$ cat src/rtl/bcd2binary.sv
// Packed-BCD to unsigned binary converter (reverse double-dabble).
// Each step shifts the BCD register right by one bit into the MSB of the binary
// accumulator. Any digit that is then >= 8 has 3 subtracted from it.
// After DOUT_W steps the accumulator holds the binary value.
module bcd2binary #(
    parameter int unsigned DIGITS = 6,
    parameter int unsigned DIN_W  = 4 * DIGITS,
    parameter int unsigned DOUT_W = 20
) (
    input  logic              clk,
    input  logic              rst,
    input  logic              en,
    input  logic [DIN_W-1:0]  bcd_din,
    output logic              busy,
    output logic [DOUT_W-1:0] binary_dout,
    output logic              binary_dout_vld,
    output logic              bcd_err
);

    localparam int unsigned     CntW    = $clog2(DOUT_W);
    localparam logic [CntW-1:0] LastCnt = CntW'(DOUT_W - 1);

    typedef enum logic [1:0] {
        StIdle  = 2'd0,
        StShift = 2'd1,
        StDone  = 2'd2
    } state_e;

    state_e              state_q, state_d;
    logic [DIN_W-1:0]    bcd_q, bcd_d;
    logic [DOUT_W-1:0]   acc_q, acc_d;
    logic [CntW-1:0]     cnt_q, cnt_d;
    logic                err_q, err_d;
    logic [DOUT_W-1:0]   dout_q, dout_d;
    logic                vld_q, vld_d;
    logic                bcd_err_q, bcd_err_d;

    logic                din_err;
    logic [DIN_W-1:0]    bcd_shr;
    logic [DIN_W-1:0]    bcd_fix;

    // Flag any input digit outside 0..9.
    always_comb begin
        din_err = 1'b0;
        for (int i = 0; i < int'(DIGITS); i++) begin
            if (bcd_din[4*i +: 4] > 4'd9) begin
                din_err = 1'b1;
            end
        end
    end

    // Shift right, then pull every digit >= 8 back down by 3. A digit >= 8
    // has bit 3 set, and subtracting 3 from it cannot underflow.
    always_comb begin
        bcd_shr = {1'b0, bcd_q[DIN_W-1:1]};
        bcd_fix = bcd_shr;
        for (int i = 0; i < int'(DIGITS); i++) begin
            if (bcd_shr[4*i+3]) begin
                bcd_fix[4*i +: 4] = bcd_shr[4*i +: 4] - 4'd3;
            end
        end
    end

    // Next-state logic for the FSM and its datapath.
    always_comb begin
        state_d   = state_q;
        bcd_d     = bcd_q;
        acc_d     = acc_q;
        cnt_d     = cnt_q;
        err_d     = err_q;
        dout_d    = dout_q;
        vld_d     = 1'b0;
        bcd_err_d = bcd_err_q;
        case (state_q)
            StIdle: begin
                if (en) begin
                    bcd_d   = bcd_din;
                    acc_d   = '0;
                    cnt_d   = '0;
                    err_d   = din_err;
                    state_d = StShift;
                end
            end
            StShift: begin
                acc_d = {bcd_q[0], acc_q[DOUT_W-1:1]};
                bcd_d = bcd_fix;
                cnt_d = cnt_q + CntW'(1);
                if (cnt_q == LastCnt) begin
                    state_d = StDone;
                end
            end
            StDone: begin
                // An invalid digit makes the accumulated value meaningless.
                dout_d    = err_q ? '0 : acc_q;
                bcd_err_d = err_q;
                vld_d     = 1'b1;
                state_d   = StIdle;
            end
            default: begin
                state_d = StIdle;
            end
        endcase
    end

    // State and output registers. Reset aborts any conversion in flight.
    always_ff @(posedge clk or posedge rst) begin
        if (rst) begin
            state_q   <= StIdle;
            bcd_q     <= '0;
            acc_q     <= '0;
            cnt_q     <= '0;
            err_q     <= 1'b0;
            dout_q    <= '0;
            vld_q     <= 1'b0;
            bcd_err_q <= 1'b0;
        end else begin
            state_q   <= state_d;
            bcd_q     <= bcd_d;
            acc_q     <= acc_d;
            cnt_q     <= cnt_d;
            err_q     <= err_d;
            dout_q    <= dout_d;
            vld_q     <= vld_d;
            bcd_err_q <= bcd_err_d;
        end
    end

    assign busy            = (state_q != StIdle);
    assign binary_dout     = dout_q;
    assign binary_dout_vld = vld_q;
    assign bcd_err         = bcd_err_q;

endmodule

$ cat config.mk
export PLATFORM = sky130hd
export DESIGN_NAME = bcd2binary
export DESIGN_NICKNAME = d
export VERILOG_FILES = /design/src/rtl/bcd2binary.sv
export SDC_FILE = /design/constraint.sdc
export NUM_CORES = 1
export LEC_CHECK = 0
export ABC_CLOCK_PERIOD_IN_PS = 4300
export BUFFER_PORTS_ARGS = -buffer_cell sky130_fd_sc_hd__buf_2
export CORE_MARGIN = 3
export CORE_UTILIZATION = 60
export DETAILED_ROUTE_END_ITERATION = 16
export MAX_ROUTING_LAYER = met4
export PLACE_DENSITY = 0.93
export SLEW_MARGIN = 20
export SYNTH_ARGS = -nofsm -noshare
export SYNTH_HDL_FRONTEND = slang
export SYNTH_SLANG_ARGS = --single-unit
export TNS_END_PERCENT = 1
$ cat constraint.sdc
create_clock -name clk -period 4.3 [get_ports clk]
set_clock_uncertainty 0.15 [all_clocks]
set_input_delay 0.43 -clock clk [delete_from_list [all_inputs] [get_ports clk]]
set_output_delay 0.43 -clock clk [all_outputs]
set_load 0.005 [all_outputs]
==> results.toml, run 1 <==
[status]
outcome = "finished clean"

[power_and_ir_drop]
power.ir.vdd_worst_v = 0.000323
power-per-cell-area_nw_per_um2 = 657
totalPowerFinal_mw = 2.57
leakage_nw = 1.88

[clock_network]
cts_hold_buffers = 0
post_cts.resized_instances = 0
tritoncts = "done"
ctsRootBufferMaster = "clkbuf_8"
tritoncts_num_sinks = 74
clk_transition_reported_paths_ns = 0.08
cts_buffers = 9
cts_buffer_depth = 2
h-tree-depth = 3
post_cts_buffers = 0
insertion_delay_ns = 0.35

[logic_synthesis]
yosysWarnings = 0
syn_area_sq_um = 3460
synth_compound_area_share_pct = 14.0
yosys.area_share.xor_xnor_pct = 2.78
synthMuxAreaShare_pct = 2.35
dominant_combinational_cell_family_by_area_after_synthesis = "simple AND/OR/NAND/NOR gates"
synthDominantAreaCellType = "dfrtp_1"
seq_area_frac_synth_pct = 53.5
synth_simple_gate_area_share_pct = 21.0
synthDistinctLibCells = 33
synth_area_leaders = "dfrtp_1 (54%), nand2_1 (7.3%), o21ai_0 (4.9%), nand2b_1 (4.2%), nand3_1 (3.3%)"
post_synthesis_average_cell_area_sq_um = 9.67
postSynthRegisterBits = 74
yosys.area.top_type_share_pct = 53.5
synth_nets = 391
synth_fa_ha_area_share_pct = 2.17
post_synth_inst_count = 358

[cells_and_area]
finish.net_count = 425
flow.area_growth_from_synthesis_pct = 13.2
n_antenna_cell = 0
final.fill_count = 410
area.sequential_sq_um = 1850
area_used_by_multi_input_combinational_logic_sq_um = 1460
drive_above_1_share_pct = 18.6

[global_route]
largest_net_degree_at_the_start_of_global_routing = 53
via_count_of_the_first_global_routing_pass = 2645
grt_usage_pct = 25.9
grt_antenna_before_repair = 0
grt_first_pass_wirelength_um = 12700
grt.overflow.total = 0

[die]
fp-row-count = 27
initial_core_util_pct = 62.5
num_io_pins = 50
die_height_um = 81.9
die_area_sq_um = 6710
core_area_sq_um = 5540
die-width_um = 81.9

[worst_hold_path]
min-delay-path-class = "input pin to async pin"

[critical_path]
required_ns = 4.39
ff2ff_setup_slack_ns = 1.90
r2r_end = "bcd_q[19]"
criticalPathCategory = "flip-flop to flip-flop"
end_kind = "flip-flop"
setup.worst_path.end = "bcd_q[19]"
crit_path_start_kind = "flip-flop"
critical_path.max_fanout = 26
reg2reg_depth = 4
startpoint = "state_q[0]"
arr_time_crit_path_ns = 2.49
regToRegStartpoint = "state_q[0]"

[route]
num_vias = 2675
drt_iter0_markers = 202
wl_um = 7440
drc = 0
routed_via_density = 5.70
detail-route-antenna-nets = 0
first_pass_iters = 4
avgRoutedWirePerCell_um = 15.9

[sta]
max_slew.worst_pin.slew_ns = 1.04
unrepaired_setup_endpoints_after_global_routing = "false"
worst_hold_slack_ns = 0.0670
finalHoldViolCount = 0
timing.final.max_slew_violations = 0
timing.final.setup_violations = 0
period_needed_ns = 2.40
finalSetupTns_ns = 0
period_share_pct = 55.9
max-slew-margin-rel_pct = 30.5
fmaxAchievable_mhz = 416

[job]
maxCapViolations = 0

[placement]
hpwl_um = 4940
globalplace.congestion = 0.831
io_buffers = 49
## metal layers
layer  up-vias  track usage [%]  wire length, um
met3        17             4.50              468
met1      1267             33.3             3190
met5         -                -                0
li1       1296                -                -
met4         0             13.1              167
met2        95             39.7             3610
## layout make-up
cell class	instances	share of cell area (%)
Clock buffer	9	3.16
Clock inverter	7	2.56
Inverter	3	0.319
Multi-Input combinational cell	251	37.4
Sequential cell	74	47.3
Tap cell	72	2.30
Timing Repair Buffer	53	7.03
## logic make-up after synthesis
kind of cell / count (synthesis)
AND/OR/NAND/NOR: 150
AO/OA/AOI/OAI: 76
flip-flops: 74
buffers and inverters: 33
XOR/XNOR: 11
multiplexers: 8
adder cells (fa/ha/maj): 6
## flip-flops by register name (all words and copies together), names as in the netlist
name / count
cnt_q: 5
err_q: 1
binary_dout: 20
acc_q: 20
binary_dout_vld: 1
state_q: 2
bcd_q: 24
bcd_err: 1
## report_power, final
group | internal (mW) | switching, mW
clock network | 0.332 | 0.275
logic | 0.405 | 0.387
registers | 0.916 | 0.259
total | 1.65 | 0.921
## Yosys cell counts
library cell,count
o22ai_1,3
buf_2,11
inv_1,3
xnor2_1,10
nor2b_1,7
clkbuf_1,18
nand2b_1,23
or3b_1,1
o22a_1,11
a21oi_1,10
nand2_1,67
or2_2,1
o21a_1,5
nor3b_1,5
nor3b_2,1
o21ai_0,34
dfrtp_1,74
nor3_1,1
o21ba_2,1
a31oi_1,1
a221o_1,5
o21bai_1,1
nand4_1,7
mux2i_1,7
nand3_1,23
nand3b_1,1
a22oi_1,5
buf_6,1
ha_1,6
nor2_1,12
mux2_2,1
nor4_1,1
xor2_1,1
## placed cells by master, fill, tap and decap left out
cell / netlist / final
a21oi_1: 10 / 10
a221o_1: 5 / 5
a22oi_1: 5 / 5
a31oi_1: 1 / 1
buf_2: 11 / 49
buf_4: 0 / 4
bufinv_16: 0 / 2
clkbuf_8: 0 / 9
clkinv_2: 0 / 2
clkinv_4: 0 / 2
dfrtp_1: 74 / 74
ha_1: 6 / 6
inv_1: 3 / 2
inv_6: 0 / 2
mux2_2: 1 / 1
mux2i_1: 7 / 7
nand2_1: 67 / 67
nand2b_1: 23 / 23
nand3_1: 23 / 23
nand3b_1: 1 / 1
nand4_1: 7 / 7
nor2_1: 12 / 12
nor2b_1: 7 / 7
nor3_1: 1 / 1
nor3b_1: 5 / 5
nor3b_2: 1 / 1
nor4_1: 1 / 1
o21a_1: 5 / 5
o21ai_0: 34 / 34
o21ba_2: 1 / 1
o21bai_1: 1 / 1
o22a_1: 11 / 11
o22ai_1: 3 / 3
or2_2: 1 / 1
or3b_1: 1 / 1
xnor2_1: 10 / 10
xor2_1: 1 / 1
## through the flow
stage                     std cells  utilization (%)  instance area (sq um)  setup slack (ns)
after floorplan                 358                -                   3460              1.84
after global placement          453             66.6                   3690              2.06
after detailed placement        453             66.6                   3690              1.97
after CTS                       469             70.7                   3920              1.94
after global routing            469             70.7                   3920              1.73
final                           469             70.7                   3920              1.90
## how the worst min path moves through the flow
stage / from / to / slack [ns] / cells past startpoint
floorplan: bcd_q[0] / acc_q[19] / 0.29 / 2
global placement: binary_dout[6] / binary_dout[6] / 0.31 / 2
detailed placement: binary_dout[5] / binary_dout[5] / 0.32 / 2
CTS: bcd_din[8] / bcd_q[8] / 0.15 / 2
global route: rst / binary_dout[11] / 0.16 / 2
finish: rst / binary_dout[0] / 0.07 / 2
## critical path, stage by stage, from the launching register on
cell and delay, ns:
dfrtp_1 0.86, nand2b_1 0.55, buf_4 0.39, o22a_1 0.23
o21a_1 0.11
Power figures use the tool's default switching activity.
==> run 2: changes to the inputs <==
--- a/config.mk
+++ b/config.mk
@@ -5,13 +5,13 @@
 export SDC_FILE = /design/constraint.sdc
 export NUM_CORES = 1
 export LEC_CHECK = 0
-export ABC_CLOCK_PERIOD_IN_PS = 4300
+export ABC_CLOCK_PERIOD_IN_PS = 2350
 export BUFFER_PORTS_ARGS = -buffer_cell sky130_fd_sc_hd__buf_2
 export CORE_MARGIN = 3
-export CORE_UTILIZATION = 60
+export CORE_UTILIZATION = 57
 export DETAILED_ROUTE_END_ITERATION = 16
 export MAX_ROUTING_LAYER = met4
-export PLACE_DENSITY = 0.93
+export PLACE_DENSITY = 0.9
 export SLEW_MARGIN = 20
 export SYNTH_ARGS = -nofsm -noshare
 export SYNTH_HDL_FRONTEND = slang
==> constraint.sdc (replaced) <==
create_clock -name clk -period 2.35 [get_ports clk]
set_clock_uncertainty 0.15 [all_clocks]
set_input_delay 0.235 -clock clk [delete_from_list [all_inputs] [get_ports clk]]
set_output_delay 0.235 -clock clk [all_outputs]
set_load 0.005 [all_outputs]
==> results.toml, run 2 (synthesis results as in run 1) <==
[worst_hold_path]
worst_hold_path.num_cells = 3
min-delay-path-class = "input pin to flip-flop"

[sta]
fmaxAchievable_mhz = 522
max_slew.worst_pin.slew_ns = 0.886
unrepaired_setup_endpoints_after_global_routing = "false"
worst_hold_slack_ns = 0.0158
timing.final.max_slew_violations = 0
timing.final.setup_violations = 0
finalHoldViolCount = 0
period_share_pct = 81.5
finalSetupTns_ns = 0
max-slew-margin-rel_pct = 40.6
period_needed_ns = 1.91

[power_and_ir_drop]
leakage_nw = 1.98
power-per-cell-area_nw_per_um2 = 1200
power.ir.vdd_worst_v = 0.000660

[route]
first_pass_iters = 4
routed_via_density = 5.64
drc = 0
drt_iter0_markers = 154
wl_um = 7440
detail-route-antenna-nets = 0
avgRoutedWirePerCell_um = 15.3
num_vias = 2740

[critical_path]
slowest_delay_ns = 0.51
ff2ff_setup_slack_ns = 0.44
timing.critical_path.cells = "buf_4 > or2_2 > buf_2"
critical_path.max_fanout = 12
arr_time_crit_path_ns = 1.53
end_kind = "output port"
criticalPathCategory = "flip-flop to output port"
crit_path_start_kind = "flip-flop"
reg2reg_depth = 4
required_ns = 1.97
critPathSlowestCell = "dfrtp_1"

[cells_and_area]
post_layout_nonfiller_instances = 486
final.fill_count = 421
flow.area_growth_from_synthesis_pct = 19.1
drive_above_1_share_pct = 19.3
layout_commonest_cell = "dfrtp_1"
number_of_flip_flops_under_the_largest_register_name = 24
finish.net_count = 442
final_cell_mix = "dfrtp_1 (74), nand2_1 (67), buf_2 (49)"
post-route-cell-area_sq_um = 4120
n_antenna_cell = 0
top_register = "bcd_q"

[clock_network]
cts_buffer_depth = 2
tritoncts_num_sinks = 74
post_cts.resized_instances = 0
insertion_delay_ns = 0.36
cts_buffers = 9
ctsRootBufferMaster = "clkbuf_8"
post_cts_buffers = 0
tritoncts = "done"
cts_hold_buffers = 10
clk_transition_reported_paths_ns = 0.08
h-tree-depth = 3

[global_route]
grt_usage_pct = 23.4
grt_antenna_before_repair = 0
grt_first_pass_wirelength_um = 12700
via_count_of_the_first_global_routing_pass = 2664
largest_net_degree_at_the_start_of_global_routing = 75
grt.overflow.total = 0

[job]
maxCapViolations = 0

[placement]
globalplace.congestion = 0.907
io_buffers = 49
dpl_cell_area_sq_um = 3760
dpl.cell_count = 460
hpwl_um = 4980

[die]
fp-row-count = 27
core_area_sq_um = 5680
initial_core_util_pct = 61.0
num_io_pins = 50
die-width_um = 83.9
die_height_um = 83.9
die_area_sq_um = 7040

[status]
outcome = "finished clean"
## run 2: cell types whose count changed in the layout (fill, tap and decap cells not counted), sizes merged
| cell | delta |
|---|---|
| clkinv | -3 |
| dlygate4sd3 | +10 |
| clkbuf | +1 |
| bufinv | +2 |
| buf | +7 |
## run 2: layout make-up
cell class | instances | area, sq um | area share [%]
multi-input cells | 251 | 1460 | 35.5
clock buffers | 10 | 128 | 3.10
clock inverters | 6 | 138 | 3.34
flip-flops and latches | 74 | 1850 | 44.9
repair buffers | 70 | 440 | 10.7
inverters | 3 | 11.3 | 0.273
well taps | 72 | 90.1 | 2.19
## run 2: worst max-delay path, delay by kind of cell (launching register included)
kind                   cells  cell delay [ns]
AND/OR/NAND/NOR            1             0.30
buffers and inverters      2             0.37
flip-flops                 1             0.51
## run 2: stage by stage
stage	utilization [%]	worst slack (ns)	power, mW
6_report	72.6	0.436	4.96
5_1_grt	72.6	0.246	5.30
4_1_cts	72.6	0.430	4.97
3_5_place_dp	66.2	0.437	3.63
3_3_place_gp	66.2	0.482	3.52
2_1_floorplan	-	0.0834	3.24
## run 2: path summary, 6_finish.rpt
kind | endpoint | startpoint
setup / recovery | busy | state_q[1]
hold / removal | bcd_q[18] | bcd_din[18]
setup reg to reg | acc_q[10] | state_q[1]
hold reg to reg | binary_dout[12] | binary_dout[12]
max in group asynchronous | bcd_q[21] | rst
min in group asynchronous | binary_dout[4] | rst
## run 2: power by group
group	internal, mW	total (mW)	switching [mW]
Combinational	0.785	1.52	0.739
Clock	0.819	1.32	0.501
Sequential	1.68	2.11	0.436
## run 2: per-layer routing
| metal | global-route usage (%) | up-vias | part of all wire, % |
|---|---|---|---|
| met4 | 9.50 | 0 | 1.7 |
| li1 | - | 1328 | - |
| met1 | 29.6 | 1309 | 45 |
| met2 | 37.2 | 90 | 48 |
| met3 | 4.34 | 13 | 5.6 |
| met5 | - | - | 0 |
==> run 3: changes to the inputs <==
--- a/config.mk
+++ b/config.mk
@@ -5,13 +5,14 @@
 export SDC_FILE = /design/constraint.sdc
 export NUM_CORES = 1
 export LEC_CHECK = 0
-export ABC_CLOCK_PERIOD_IN_PS = 2350
+export ABC_AREA = 1
+export ABC_CLOCK_PERIOD_IN_PS = 1700
 export BUFFER_PORTS_ARGS = -buffer_cell sky130_fd_sc_hd__buf_2
 export CORE_MARGIN = 3
-export CORE_UTILIZATION = 57
+export CORE_UTILIZATION = 51
 export DETAILED_ROUTE_END_ITERATION = 16
 export MAX_ROUTING_LAYER = met4
-export PLACE_DENSITY = 0.9
+export PLACE_DENSITY = 0.85
 export SLEW_MARGIN = 20
 export SYNTH_ARGS = -nofsm -noshare
 export SYNTH_HDL_FRONTEND = slang
==> constraint.sdc (replaced) <==
create_clock -name clk -period 1.7 [get_ports clk]
set_clock_uncertainty 0.15 [all_clocks]
set_input_delay 0.17 -clock clk [delete_from_list [all_inputs] [get_ports clk]]
set_output_delay 0.17 -clock clk [all_outputs]
set_load 0.005 [all_outputs]
==> results.toml, run 3 <==
[cells_and_area]
area_used_by_multi_input_combinational_logic_sq_um = 1190
finish.net_count = 491
area.sequential_sq_um = 1850
n_antenna_cell = 0
drive_above_1_share_pct = 17.7
flow.area_growth_from_synthesis_pct = 24.9
final_cell_mix = "nand2_1 (92), dfrtp_1 (74), inv_1 (52)"
final.fill_count = 482
number_of_flip_flops_under_the_largest_register_name = 24
top_register = "bcd_q"
finish.utilization_pct = 67.8
post_layout_nonfiller_instances = 538
post-route-cell-area_sq_um = 4150
layout_commonest_cell = "nand2_1"

[critical_path]
end_kind = "flip-flop"
critPathSlowestCell = "dfrtp_1"
critical_path.max_fanout = 19
path_common_cell = "inv_1"
slowest_delay_ns = 0.43
required_ns = 1.79
criticalPathCategory = "flip-flop to flip-flop"
arr_time_crit_path_ns = 1.65
timing.critical_path.cells = "inv_1 > nand3_4 > nand2_8 > inv_4 > nand2_1 > inv_1 > nor2_1"
crit_path_start_kind = "flip-flop"

[clock_network]
h-tree-depth = 3
tritoncts = "done"
insertion_delay_ns = 0.36
clk_transition_reported_paths_ns = 0.08
ctsRootBufferMaster = "clkbuf_8"
cts_buffer_depth = 2
post_cts_buffers = 0
tritoncts_num_sinks = 74
cts_buffers = 9

[die]
num_io_pins = 50
die-width_um = 86.8
die_height_um = 86.8
fp-row-count = 28
die_area_sq_um = 7530
core_area_sq_um = 6130
initial_core_util_pct = 54.3

[route]
wl_um = 7640
detail-route-antenna-nets = 0
drt_iter0_markers = 122
avgRoutedWirePerCell_um = 14.2
num_vias = 2897
first_pass_iters = 4
routed_via_density = 5.38
drc = 0

[sta]
max_slew.worst_pin.slew_ns = 0.387
period_share_pct = 91.4
unrepaired_setup_endpoints_after_global_routing = "false"
timing.final.max_slew_violations = 0
max-slew-margin-rel_pct = 74.2
timing.final.setup_violations = 0
timing.final.ws_setup_ns = 0.145
worst_hold_slack_ns = 0.0708
period_needed_ns = 1.55
fmaxAchievable_mhz = 643
finalHoldViolCount = 0
finalSetupTns_ns = 0

[placement]
dp_worst_setup_slack_ns = 0.123
globalplace.congestion = 0.828
io_buffers = 49
hpwl_um = 4850
dpl_cell_area_sq_um = 3670
dpl.cell_count = 497

[logic_synthesis]
share_of_synthesized_registers_carrying_an_async_set_or_reset_pct = 100
synth_nets = 413
synthDistinctLibCells = 25
synthDominantAreaCellType = "dfrtp_1"
seq_area_frac_synth_pct = 55.7
postSynthRegisterBits = 74
synth_area_leaders = "dfrtp_1 (56%), nand2_1 (10%), inv_1 (6.1%), o21ai_0 (5.7%), o22ai_1 (5.5%)"
ys.flop_type = "dfrtp_1"
yosysWarnings = 0
syn_area_sq_um = 3330
netlist_top_cells_count = "nand2_1 (92), dfrtp_1 (74), inv_1 (54)"
synth.most_common_cell = "nand2_1"
synth_enable_flop_cells = 0
post_synth_inst_count = 380
yosys.area.top_type_share_pct = 55.7
post_synthesis_average_cell_area_sq_um = 8.76

[power_and_ir_drop]
leakage_nw = 2.10
power-per-cell-area_nw_per_um2 = 1690
totalPowerFinal_mw = 7.02
power.ir.vdd_worst_v = 0.000985

[global_route]
grt_first_pass_wirelength_um = 13100
grt.overflow.total = 0
via_count_of_the_first_global_routing_pass = 2938
grt_antenna_before_repair = 0
largest_net_degree_at_the_start_of_global_routing = 75
grt_usage_pct = 23.1

[status]
outcome = "finished clean"

[job]
maxCapViolations = 0

[worst_hold_path]
min-delay-path-class = "input pin to flip-flop"
## run 3: cell types whose count changed after synthesis, moves of 7 or more
cell	previous run	this run
xnor2_1	10	0
nand3_1	23	7
o22a_1	11	0
o211ai_1	0	10
nor2_1	12	29
clkbuf_1	18	4
o22ai_1	3	29
nand2_1	67	92
inv_1	3	54
nor2b_1	7	0
nand2b_1	23	0
mux2i_1	7	0
## run 3: path summary, 6_finish.rpt
check	endpoint	cells after the start	from	slack [ns]
setup / recovery	bcd_q[3]	7	state_q[0]	0.15
hold / removal	bcd_q[13]	5	bcd_din[13]	0.07
setup reg to reg	bcd_q[3]	7	state_q[0]	0.15
hold reg to reg	binary_dout[10]	2	binary_dout[10]	0.33
max in group asynchronous	bcd_q[4]	4	rst	0.78
min in group asynchronous	acc_q[5]	4	rst	0.31
## run 3: power breakdown
part	internal [mW]	switching [mW]	leakage (nW)
combinational	1.08	1.61	1.07
clock	0.829	0.668	0.103
sequential	2.42	0.408	0.918
total	4.33	2.69	2.10
## run 3: worst max-delay path: cells and delay by family, from the launching register on
kind / cells / cell delay, ns
flops: 1 / 0.43
buf+inv: 3 / 0.39
simple gates: 4 / 0.46
## run 3: what timing repair did
| item | in CTS | in global routing |
|---|---|---|
| hold buffers | 24 | 0 |
| resized for setup | 0 | 4 |
| hold endpoints to repair | 97 | 0 |
| endpoints found under the setup margin | 0 | 9 |
## run 3: final cells by class
class	count	share of cell area (%)
Sequential cell	74	44.6
Multi-Input combinational cell	235	28.7
Timing Repair Buffer	81	13.7
Inverter	56	5.30
Clock buffer	10	3.07
Tap cell	75	2.26
Clock inverter	6	2.14
Timing Repair inverter	1	0.181
## run 3: cells by family (layout without fill, tap and decap cells)
kind of cell,Yosys count,after routing,synth area share [%]
simple gates,136,136,16.7
fa+ha+maj,6,6,2.26
compound gates,88,88,15.2
flops,74,74,55.7
buf+inv,71,154,8.95
xor+xnor,5,5,1.32
## run 3: routing by layer
metal | up-vias | global-route usage (%) | wire length [um]
li1 | 1389 | - | -
met3 | 14 | 6.84 | 432
met5 | - | - | 0
met2 | 92 | 39.8 | 3950
met4 | 0 | 6.52 | 108
met1 | 1402 | 26.0 | 3150
